### src/rtl/bcd_pkg.sv
// ---------------------------------------------------------------------------
// bcd_pkg
// Definitions shared by the BCD operand-entry front end and the adder that
// consumes its operands.
//   BCD_W    width of one BCD digit
//   BCD_MAX  largest legal BCD digit
//   state_e  operand-entry FSM encoding (S_ILL only exists so that the
//            unused code point can be named; it always recovers to S_A)
//   is_bcd   unsigned range check of a single digit
// ---------------------------------------------------------------------------
package bcd_pkg;

  localparam int BCD_W = 4;

  localparam logic [BCD_W-1:0] BCD_MAX = 4'd9;

  typedef enum logic [1:0] {
    S_A    = 2'b00,
    S_B    = 2'b01,
    S_PRES = 2'b10,
    S_ILL  = 2'b11
  } state_e;

  // Plain unsigned compare; 4'hA..4'hF are rejected, nothing wraps.
  function automatic logic is_bcd(input logic [BCD_W-1:0] digit);
    return (digit <= BCD_MAX);
  endfunction

endpackage

### src/rtl/key_debounce.sv
// ---------------------------------------------------------------------------
// key_debounce
// Conditions one raw active-low pushbutton: 2-flop synchroniser, debounce
// counter, and a one-cycle registered pulse on each debounced press.
//
// Parameters
//   DEBOUNCE_CYCLES  consecutive stable synchronised samples required before
//                    the debounced level follows the key
// Ports
//   clk_i    system clock
//   rst_ni   synchronous active-low reset (key treated as released)
//   key_n_i  raw active-low key, asynchronous to clk_i
//   press_o  one-cycle pulse, registered, on a debounced 1->0 transition
//
// Timing: with key_n_i low from edge k, press_o is high during the cycle
// after edge k+DEBOUNCE_CYCLES+2.
// ---------------------------------------------------------------------------
module key_debounce #(
  parameter int DEBOUNCE_CYCLES = 16
) (
  input  logic clk_i,
  input  logic rst_ni,
  input  logic key_n_i,
  output logic press_o
);

  localparam int CW = $clog2(DEBOUNCE_CYCLES + 1);
  // The counter flips the level on the sample that would take it to
  // DEBOUNCE_CYCLES, so the stored count never needs to hold that value.
  localparam logic [CW-1:0] CNT_LAST = CW'(DEBOUNCE_CYCLES - 1);

  logic          sync1_q;
  logic          sync2_q;
  logic          level_q;
  logic          level_d;
  logic          level_dly_q;
  logic          press_q;
  logic [CW-1:0] cnt_q;
  logic [CW-1:0] cnt_d;

  // Debounce next-state: count disagreement, adopt the new level once the
  // disagreement has lasted DEBOUNCE_CYCLES samples.
  always_comb begin
    level_d = level_q;
    cnt_d   = '0;
    if (sync2_q != level_q) begin
      if (cnt_q == CNT_LAST) begin
        level_d = sync2_q;
        cnt_d   = '0;
      end else begin
        cnt_d = cnt_q + 1'b1;
      end
    end else begin
      cnt_d = '0;
    end
  end

  // Synchroniser, debounce state and press edge detector.
  always_ff @(posedge clk_i) begin
    if (!rst_ni) begin
      sync1_q     <= 1'b1;
      sync2_q     <= 1'b1;
      level_q     <= 1'b1;
      level_dly_q <= 1'b1;
      cnt_q       <= '0;
      press_q     <= 1'b0;
    end else begin
      sync1_q     <= key_n_i;
      sync2_q     <= sync1_q;
      level_q     <= level_d;
      level_dly_q <= level_q;
      cnt_q       <= cnt_d;
      // Falling edge of the debounced level; a held key cannot repeat it.
      press_q     <= level_dly_q & ~level_q;
    end
  end

  assign press_o = press_q;

endmodule

### src/rtl/bcd_operand_entry.sv
// ---------------------------------------------------------------------------
// bcd_operand_entry
// Front end of the single-digit BCD adder. The user sets a digit on the
// switches and presses a key once for A and once for B (carry-in sampled
// with B). Completed operand sets are offered downstream via valid/ready.
//
// Optional build macro: BCD_ENTRY_TIMEOUT_EN
//   defined   : an idle watchdog in S_B abandons entry after TIMEOUT_CYCLES
//               cycles (back to S_A, timeout=1, A retained)
//   undefined : no watchdog, timeout is constant 0, S_B waits indefinitely
//
// Parameters
//   DEBOUNCE_CYCLES  key debounce length (board build uses 500000)
//   TIMEOUT_CYCLES   S_B idle limit, only used with BCD_ENTRY_TIMEOUT_EN
// Ports
//   Clock      system clock, rising edge
//   Resetn     synchronous active-low reset
//   digit_in   candidate BCD digit (SW[3:0])
//   cin_in     carry-in request, sampled with B (SW[8])
//   load_n     raw active-low pushbutton (KEY[1])
//   op_ready   downstream accepts operands
//   A, B, c0   registered operands; hold after the handshake for display
//   op_valid   operands complete and offered (decoded from S_PRES)
//   entry_err  last press carried a non-BCD digit
//   state      current FSM state, for LEDR
//   timeout    entry abandoned by the watchdog
// ---------------------------------------------------------------------------
module bcd_operand_entry
  import bcd_pkg::*;
#(
  parameter int DEBOUNCE_CYCLES = 16,
  parameter int TIMEOUT_CYCLES  = 1024
) (
  input  logic             Clock,
  input  logic             Resetn,
  input  logic [BCD_W-1:0] digit_in,
  input  logic             cin_in,
  input  logic             load_n,
  input  logic             op_ready,
  output logic [BCD_W-1:0] A,
  output logic [BCD_W-1:0] B,
  output logic             c0,
  output logic             op_valid,
  output logic             entry_err,
  output logic [1:0]       state,
  output logic             timeout
);

  logic             press_s;
  logic             digit_ok_s;
  logic             accept_s;
  logic             tmo_expire_s;

  state_e           state_q;
  logic [BCD_W-1:0] a_q;
  logic [BCD_W-1:0] b_q;
  logic             c0_q;
  logic             err_q;
  logic             tmo_q;

  key_debounce #(
    .DEBOUNCE_CYCLES (DEBOUNCE_CYCLES)
  ) u_load_key (
    .clk_i   (Clock),
    .rst_ni  (Resetn),
    .key_n_i (load_n),
    .press_o (press_s)
  );

  assign digit_ok_s = is_bcd(digit_in);
  assign accept_s   = press_s & digit_ok_s;

`ifdef BCD_ENTRY_TIMEOUT_EN
  localparam int              TCW      = $clog2(TIMEOUT_CYCLES + 1);
  localparam logic [TCW-1:0]  TMO_LAST = TCW'(TIMEOUT_CYCLES - 1);

  logic [TCW-1:0] tmo_cnt_q;

  // Expiry is flagged on the cycle the count completes; an accepted press
  // on that same cycle takes priority in the FSM.
  assign tmo_expire_s = (state_q == S_B) && (tmo_cnt_q == TMO_LAST);

  // S_B idle counter; cleared whenever the FSM is about to leave S_B.
  always_ff @(posedge Clock) begin
    if (!Resetn) begin
      tmo_cnt_q <= '0;
    end else if ((state_q == S_B) && !accept_s && !tmo_expire_s) begin
      tmo_cnt_q <= tmo_cnt_q + 1'b1;
    end else begin
      tmo_cnt_q <= '0;
    end
  end
`else
  assign tmo_expire_s = 1'b0;

  // The idle limit has no effect when the watchdog is not built.
  if (TIMEOUT_CYCLES < 1) begin : g_tmo_unused
  end
`endif

  // Operand-entry FSM with its registered outputs.
  always_ff @(posedge Clock) begin
    if (!Resetn) begin
      state_q <= S_A;
      a_q     <= '0;
      b_q     <= '0;
      c0_q    <= 1'b0;
      err_q   <= 1'b0;
      tmo_q   <= 1'b0;
    end else begin
      case (state_q)
        S_A: begin
          if (accept_s) begin
            a_q     <= digit_in;
            err_q   <= 1'b0;
            tmo_q   <= 1'b0;
            state_q <= S_B;
          end else if (press_s) begin
            err_q <= 1'b1;
          end else begin
            state_q <= S_A;
          end
        end
        S_B: begin
          if (accept_s) begin
            b_q     <= digit_in;
            c0_q    <= cin_in;
            err_q   <= 1'b0;
            state_q <= S_PRES;
          end else begin
            // A rejected digit and watchdog expiry can coincide; both land.
            if (press_s) begin
              err_q <= 1'b1;
            end else begin
              err_q <= err_q;
            end
            if (tmo_expire_s) begin
              tmo_q   <= 1'b1;
              state_q <= S_A;
            end else begin
              state_q <= S_B;
            end
          end
        end
        S_PRES: begin
          // Presses are ignored here; only the handshake leaves S_PRES.
          if (op_ready) begin
            state_q <= S_A;
          end else begin
            state_q <= S_PRES;
          end
        end
        default: begin
          state_q <= S_A;
        end
      endcase
    end
  end

  assign A         = a_q;
  assign B         = b_q;
  assign c0        = c0_q;
  assign entry_err = err_q;
  assign timeout   = tmo_q;
  assign state     = state_q;
  assign op_valid  = (state_q == S_PRES);

endmodule

### config.mk
export PLATFORM = sky130hd
export DESIGN_NAME = bcd_operand_entry
export DESIGN_NICKNAME = d
export VERILOG_FILES = /design/src/rtl/bcd_pkg.sv /design/src/rtl/key_debounce.sv /design/src/rtl/bcd_operand_entry.sv
export SDC_FILE = /design/constraint.sdc
export NUM_CORES = 1
export LEC_CHECK = 0
export ABC_AREA = 1
export CORE_AREA = 2 2 42 64
export DETAILED_ROUTE_END_ITERATION = 8
export DIE_AREA = 0 0 44 66
export GPL_TIMING_DRIVEN = 0
export PLACE_DENSITY = 0.71
export SYNTH_ARGS = -nofsm -noshare
export SYNTH_HDL_FRONTEND = slang
export SYNTH_SLANG_ARGS = --single-unit
### constraint.sdc
create_clock -name Clock -period 1.63 [get_ports Clock]
set_clock_uncertainty 0.15 [all_clocks]
set_input_delay 0.163 -clock Clock [delete_from_list [all_inputs] [get_ports Clock]]
set_output_delay 0.163 -clock Clock [all_outputs]
set_load 0.02 [all_outputs]
==> results of run 1 <==
## worst min-delay path, cell delays in order, from the launching register on
cell	delay, ps
dfxtp_1	310
inv_1	40
nor2_1	30
## how the worst max path moves through the flow
stage / startpoint / to / slack (ps)
6_report: state[0]$_SDFFE_PN0P_ / state[0] / 80
5_1_grt: c0$_SDFFE_PN0P_ / c0 / 6
4_1_cts: entry_err$_SDFFE_PN0P_ / entry_err / 20
3_5_place_dp: state[1]$_SDFFE_PN0P_ / op_valid / 50
3_3_place_gp: state[1]$_SDFFE_PN0P_ / op_valid / 70
2_1_floorplan: u_load_key.cnt_q[0]$_SDFF_PP0_ / u_load_key.cnt_q[2]$_SDFF_PP0_ / 220
## routing by layer
metal	global-route usage, %	vias to the layer above	part of all wire (%)
met5	0	-	0
met4	6.82	0	0.93
met3	1.91	2	5.1
met2	25.6	19	54
met1	13.9	365	40
li1	-	433	-
## power breakdown
group | switching, mW | internal, mW
combinational | 0.0307 | 0.0300
clock | 0.144 | 0.0860
sequential | 0.00145 | 0.540
## cells by family (layout without fill, tap and decap cells)
kind of cell	count (synthesis)	count (layout)	synth area share, %
compound gates	10	10	5.53
other cells	1	1	0.386
simple gates	61	61	32.0
flops	22	22	45.3
fa+ha+maj	2	2	2.57
xor+xnor	1	1	0.901
buf+inv	31	55	13.3
## layout by cell type, fill, tap and decap left out, types with 3 or more instances in the layout
cell              n
nand4_1           5
nor2_1           21
a21oi_1           5
clkbuf_4          3
clkdlybuf4s50_1  18
buf_4             3
dfxtp_1          21
inv_2             4
inv_1            23
o21ai_0           3
nand3_1           7
nand2_1          19
## through the flow
stage | hold slack, ps | std cells
finish | 266 | 176
global placement | 249 | 173
detailed placement | 252 | 173
global route | 286 | 176
floorplan | 120 | 128
CTS | 265 | 176
## sequential cells by signal, summed over array words and instances (netlist names)
| register | flops |
|---|---|
| u_load_key.cnt_q | 5 |
| A | 4 |
| B | 4 |
| state | 2 |
| c0 | 1 |
| entry_err | 1 |
| u_load_key.level_dly_q | 1 |
| u_load_key.level_q | 1 |
| u_load_key.press_o | 1 |
| u_load_key.sync1_q | 1 |
| u_load_key.sync2_q | 1 |
## area by class of cell
class                   instances  area [sq um]
well taps                      24          30.0
flip-flops and latches         22           442
plain buffers                   4          27.5
multi-input cells              75           409
repair buffers                 21           211
clock buffers                   3          22.5
fillers                       249          1120
inverters                      27           101
## timing repair
| item | CTS | global route |
|---|---|---|
| pin swaps | 0 | 0 |
| hold buffers | 0 | 0 |
| setup endpoints to repair | 2 | 3 |
| resized for setup | 3 | 4 |
==> results.py, run 1 <==
metrics = {
    "cells_and_area": {
        "finalInstanceArea_sq_mm": 0.00124,
        "area_growth_syn_to_layout_pct": 27.9,
        "fin_util_pct": 52.5,
        "antenna_cells": 0,
        "nets": 165,
        "drive_gt1_share_pct": 15.1,
    },
    "critical_path": {
        "crit_arrival_ps": 1240,
        "crit_family": "buffers and inverters",
        "crit_path_end_kind": "output pin",
        "cp_slowest_cell": "clkdlybuf4s50_1",
        "cp_max_fo": 2,
        "worstPathCellList": "clkdlybuf4s50_1",
        "critPathMaxStageDelay_ps": 600,
        "crit_cells": 1,
        "worstPathBufferInverterCount": 1,
        "r2r_end": "u_load_key.cnt_q[2]$_SDFF_PP0_",
        "worst_ep_required_time_ps": 1320,
        "rr_worst_depth": 7,
        "crit_type": "flip-flop to output pin",
        "startpoint_type": "flip-flop",
        "r2r_slack_ps": 140,
        "reg2reg_from": "u_load_key.cnt_q[0]$_SDFF_PP0_",
    },
    "pwr": {
        "p_leak_nw": 0.570,
        "ir_drop_mv": 0.491,
        "power_mw": 0.832,
        "power_density_mw_per_mm2": 669,
    },
    "detailed_routing": {
        "wl_um": 1710,
        "dr_total_vias": 819,
        "drt_pre_antenna_iters": 4,
        "ant_nets": 0,
        "dr.first_iter.drc_count": 11,
        "vias_per_cell": 4.65,
        "wl_per_cell_um": 9.73,
        "drcViolationCount": 0,
    },
    "synthesis": {
        "synth-seq-area-share_pct": 45.3,
        "synth_top_area_share_pct": 45.3,
        "yosysMostFrequentCell": "inv_1",
        "synth_common_cells": "inv_1, dfxtp_1, nor2_1",
        "synth_cell_types": 22,
        "ys_top_cells_by_area": "dfxtp_1, inv_1, nor2_1",
        "synth-edff-count": 0,
        "synth_seq_cells": 22,
        "ys.flop_type": "dfxtp_1",
        "synthCells": 128,
        "syn_nets": 139,
        "syn-mean-instance-area_sq_um": 7.60,
        "yosysWarnings": 0,
        "yosysTopAreaCell": "dfxtp_1",
        "syn_area_sq_um": 972,
        "synthArstFlopShare_pct": 0,
    },
    "clock_tree": {
        "cts_inserted_buffers": 3,
        "clock_latency_ps": 290,
        "numClockSinks": 22,
        "clk_path_buf_depth": 2,
        "htreeDepth": 1,
        "clk_pin_slew_ps": 110,
        "post_cts_buffers": 0,
        "cts_tree": "done",
        "cts_root_buffer": "clkbuf_4",
    },
    "global_route": {
        "grt_pass1_vias": 762,
        "antenna_found_initial": 0,
        "grt_pass1_wl_um": 2980,
        "grt_usage_pct": 13.6,
        "overflow": 0,
        "grt_max_degree": 12,
    },
    "sta": {
        "hold_viol_final": 0,
        "setup_violations": 0,
        "finalMaxSlewViolations": 0,
        "setup_tns_ps": 0,
        "fmax_mhz": 643,
        "fin_ws_ps": 75.5,
        "fin_crit_sh_pct": 95.4,
        "rsz0062_at_grt": "false",
        "layout_min_cycle_time_ps": 1550,
    },
    "run": {
        "drv_cap": 0,
    },
    "die": {
        "core_region_area_sq_mm": 0.00237,
        "start_util_pct": 41.1,
        "ioPinCount": 23,
        "die_x_um": 44,
        "die_h_um": 66,
        "fp.dieArea_sq_mm": 0.00290,
        "rows": 22,
    },
    "min_path": {
        "whs_path_depth": 2,
        "hold_path_end": "u_load_key.press_o$_SDFF_PN0_",
        "hp-class": "flip-flop to flip-flop",
        "hp-start": "u_load_key.level_dly_q$_SDFF_PN1_",
    },
    "status": {
        "status": "complete, no violations",
    },
    "placed_design": {
        "io_buffers": 21,
        "dp_slack_ps": 46.9,
        "place_area_sq_mm": 0.00121,
        "gp_congestion": 0.774,
        "dp_hpwl_um": 1370,
    },
}
Power figures use the tool's default switching activity.
==> run 2, diff against run 1 <==
--- a/config.mk
+++ b/config.mk
@@ -6,11 +6,11 @@
 export NUM_CORES = 1
 export LEC_CHECK = 0
 export ABC_AREA = 1
-export CORE_AREA = 2 2 42 64
+export CORE_AREA = 2 2 41 61
 export DETAILED_ROUTE_END_ITERATION = 8
-export DIE_AREA = 0 0 44 66
-export GPL_TIMING_DRIVEN = 0
-export PLACE_DENSITY = 0.71
+export DIE_AREA = 0 0 43 63
+export PLACE_DENSITY = 0.76
+export SETUP_SLACK_MARGIN = 0.3
 export SYNTH_ARGS = -nofsm -noshare
 export SYNTH_HDL_FRONTEND = slang
 export SYNTH_SLANG_ARGS = --single-unit
==> run 2 against run 1 <==
Effect of this change:
- first-iteration DRC count fell by 18%
- sequential cell count is the same
- clock-buffer cell count grew 1
- non-clock buffer count grew 3
- core utilization increased by 7.7 points
- via count grew 1.1%
- critical endpoint is now u_load_key.cnt_q[2]$_SDFF_PP0_
==> results.py, run 2 (synthesis gave the netlist of run 1 again) <==
metrics = {
    "cells_and_area": {
        "final_cell_mix": "inv_1, nor2_1, dfxtp_1",
        "layout_commonest_cell": "inv_1",
        "nets": 168,
        "largest_reg_flops": 5,
        "drive_gt1_share_pct": 23.1,
        "antenna_cells": 0,
        "n_fill_cell": 207,
        "max_flop_register": "u_load_key.cnt_q",
        "area_growth_syn_to_layout_pct": 36.8,
    },
    "critical_path": {
        "r2r_end": "u_load_key.cnt_q[2]$_SDFF_PP0_",
        "r2r_slack_ps": 250,
        "crit_arrival_ps": 1470,
        "crit_path_end_kind": "flip-flop",
        "startpoint_type": "flip-flop",
        "crit_type": "flip-flop to flip-flop",
        "cp_max_fo": 4,
        "reg2reg_from": "u_load_key.cnt_q[0]$_SDFF_PP0_",
        "rr_worst_depth": 7,
        "worst_ep_required_time_ps": 1720,
    },
    "pwr": {
        "seqPwrFrac_pct": 60.1,
        "power_density_mw_per_mm2": 678,
        "combPwrFrac_pct": 7.3,
        "switching_share_pct": 21.3,
        "cellInternalPower_mw": 0.709,
        "p_sw_mw": 0.192,
        "p_leak_nw": 0.614,
        "p_clk_share_pct": 32.6,
        "ir_drop_mv": 0.470,
        "power_mw": 0.902,
    },
    "clock_tree": {
        "clk_path_buf_depth": 2,
        "clk_pin_slew_ps": 120,
        "cts-hold-fix-buffers": 0,
        "cts_root_buffer": "clkbuf_4",
        "htreeDepth": 1,
        "clock_latency_ps": 300,
        "cts_tree": "done",
        "numClockSinks": 22,
        "cts_inserted_buffers": 3,
    },
    "die": {
        "ioPinCount": 23,
        "die_x_um": 43,
        "die_h_um": 63,
        "core_region_area_sq_mm": 0.00221,
        "start_util_pct": 44.0,
        "rows": 21,
        "fp.dieArea_sq_mm": 0.00271,
    },
    "detailed_routing": {
        "wl_um": 1770,
        "ant_nets": 0,
        "wl_per_cell_um": 9.86,
        "dr.first_iter.drc_count": 9,
        "vias_per_cell": 4.63,
        "dr_total_vias": 828,
        "drcViolationCount": 0,
        "drt_pre_antenna_iters": 2,
    },
    "placed_design": {
        "dp_hpwl_um": 1370,
        "io_buffers": 21,
        "gp_congestion": 0.814,
    },
    "sta": {
        "setup_violations": 0,
        "setup_tns_ps": 0,
        "hold_viol_final": 0,
        "fmax_mhz": 726,
        "fin_crit_sh_pct": 84.5,
        "rsz0062_at_grt": "true",
        "layout_min_cycle_time_ps": 1380,
        "finalMaxSlewViolations": 0,
    },
    "global_route": {
        "antenna_found_initial": 0,
        "grt_pass1_vias": 835,
        "grt_pass1_wl_um": 3010,
        "top_usage_layer": "met2",
        "overflow": 0,
        "grt_usage_pct": 14.1,
        "gr-usage-met3_pct": 2.89,
        "grt_max_degree": 13,
        "grt_util_met1_pct": 12.1,
        "use_met2_pct": 27.8,
    },
    "min_path": {
        "hp-start": "load_n",
        "hold_path_end": "u_load_key.sync1_q$_SDFF_PN1_",
        "whs_path_depth": 2,
        "hp-class": "primary input to flip-flop",
    },
    "run": {
        "drv_cap": 0,
    },
    "status": {
        "status": "complete, no violations",
    },
}
## run 2: cell count changes in the layout (fill, tap and decap cells not counted), moves of 3 or more
cell and delta:
clkdlybuf4s50_1 -10, clkdlybuf4s15_1 +5, buf_4 +4, dlygate4sd2_1 +3
## run 2: power groups by stage
stage	sequential [mW]	combinational, mW	clock, mW
3_3_place_gp	0.554	0.0607	0
4_1_cts	0.542	0.0636	0.306
3_5_place_dp	0.554	0.0624	0
6_report	0.542	0.0660	0.294
5_1_grt	0.543	0.0732	0.321
2_1_floorplan	0.554	0.0327	0
## run 2: timing repair
action,in CTS,in global routing
endpoints found under the setup margin,18,19
buffers inserted,1,1
pin swaps,0,5
gates resized for setup,18,18
## run 2: layout make-up
class / count / area, sq um / area share (%)
timing repair buffer: 28 / 255 / 19.2
tap: 23 / 28.8 / 2.16
clock buffer: 4 / 36.3 / 2.73
inverter: 27 / 101 / 7.62
multi-input combinational: 75 / 464 / 34.9
sequential: 22 / 444 / 33.4
## run 2: worst max-delay path, stage by stage, from the launching register on
cell and delay, ps:
dfxtp_2 360, ha_4 160, nand2_4 60, nor2_4 40, ha_4 160, a21oi_4 120, nand2_2 90, nor3b_2 170
## run 2: per-stage QoR
step / instance area [sq um] / hold WS, ps / cells / setup WS (ps) / util [%]
6_report: 1330 / 264 / 179 / 252 / 60.3
5_1_grt: 1330 / 272 / 179 / 183 / 60.3
4_1_cts: 1270 / 260 / 178 / 111 / 57.4
3_5_place_dp: 1230 / 247 / 173 / 51.6 / 55.8
3_3_place_gp: 1230 / 247 / 173 / 91.5 / 55.8
2_1_floorplan: 983 / 120 / 128 / 315 / -
## run 2: per-layer routing
| metal | part of all wire, % | wire length (um) | vias to the layer above |
|---|---|---|---|
| li1 | - | - | 441 |
| met3 | 5.4 | 96 | 4 |
| met1 | 38 | 670 | 365 |
| met5 | 0 | 0 | - |
| met4 | 1.6 | 29 | 0 |
| met2 | 55 | 968 | 18 |
## run 2: worst max-delay path by stage
| stage | from | end | slack (ps) | cells after the start |
|---|---|---|---|---|
| after floorplan | u_load_key.cnt_q[0]$_SDFF_PP0_ | u_load_key.cnt_q[2]$_SDFF_PP0_ | 310 | 7 |
| after global placement | digit_in[1] | B[1]$_SDFFE_PN0P_ | 90 | 6 |
| after detailed placement | digit_in[1] | B[1]$_SDFFE_PN0P_ | 50 | 6 |
| after CTS | state[1]$_SDFFE_PN0P_ | op_valid | 110 | 3 |
| after global routing | u_load_key.cnt_q[1]$_SDFF_PP0_ | u_load_key.cnt_q[2]$_SDFF_PP0_ | 180 | 7 |
| final | u_load_key.cnt_q[0]$_SDFF_PP0_ | u_load_key.cnt_q[2]$_SDFF_PP0_ | 250 | 7 |
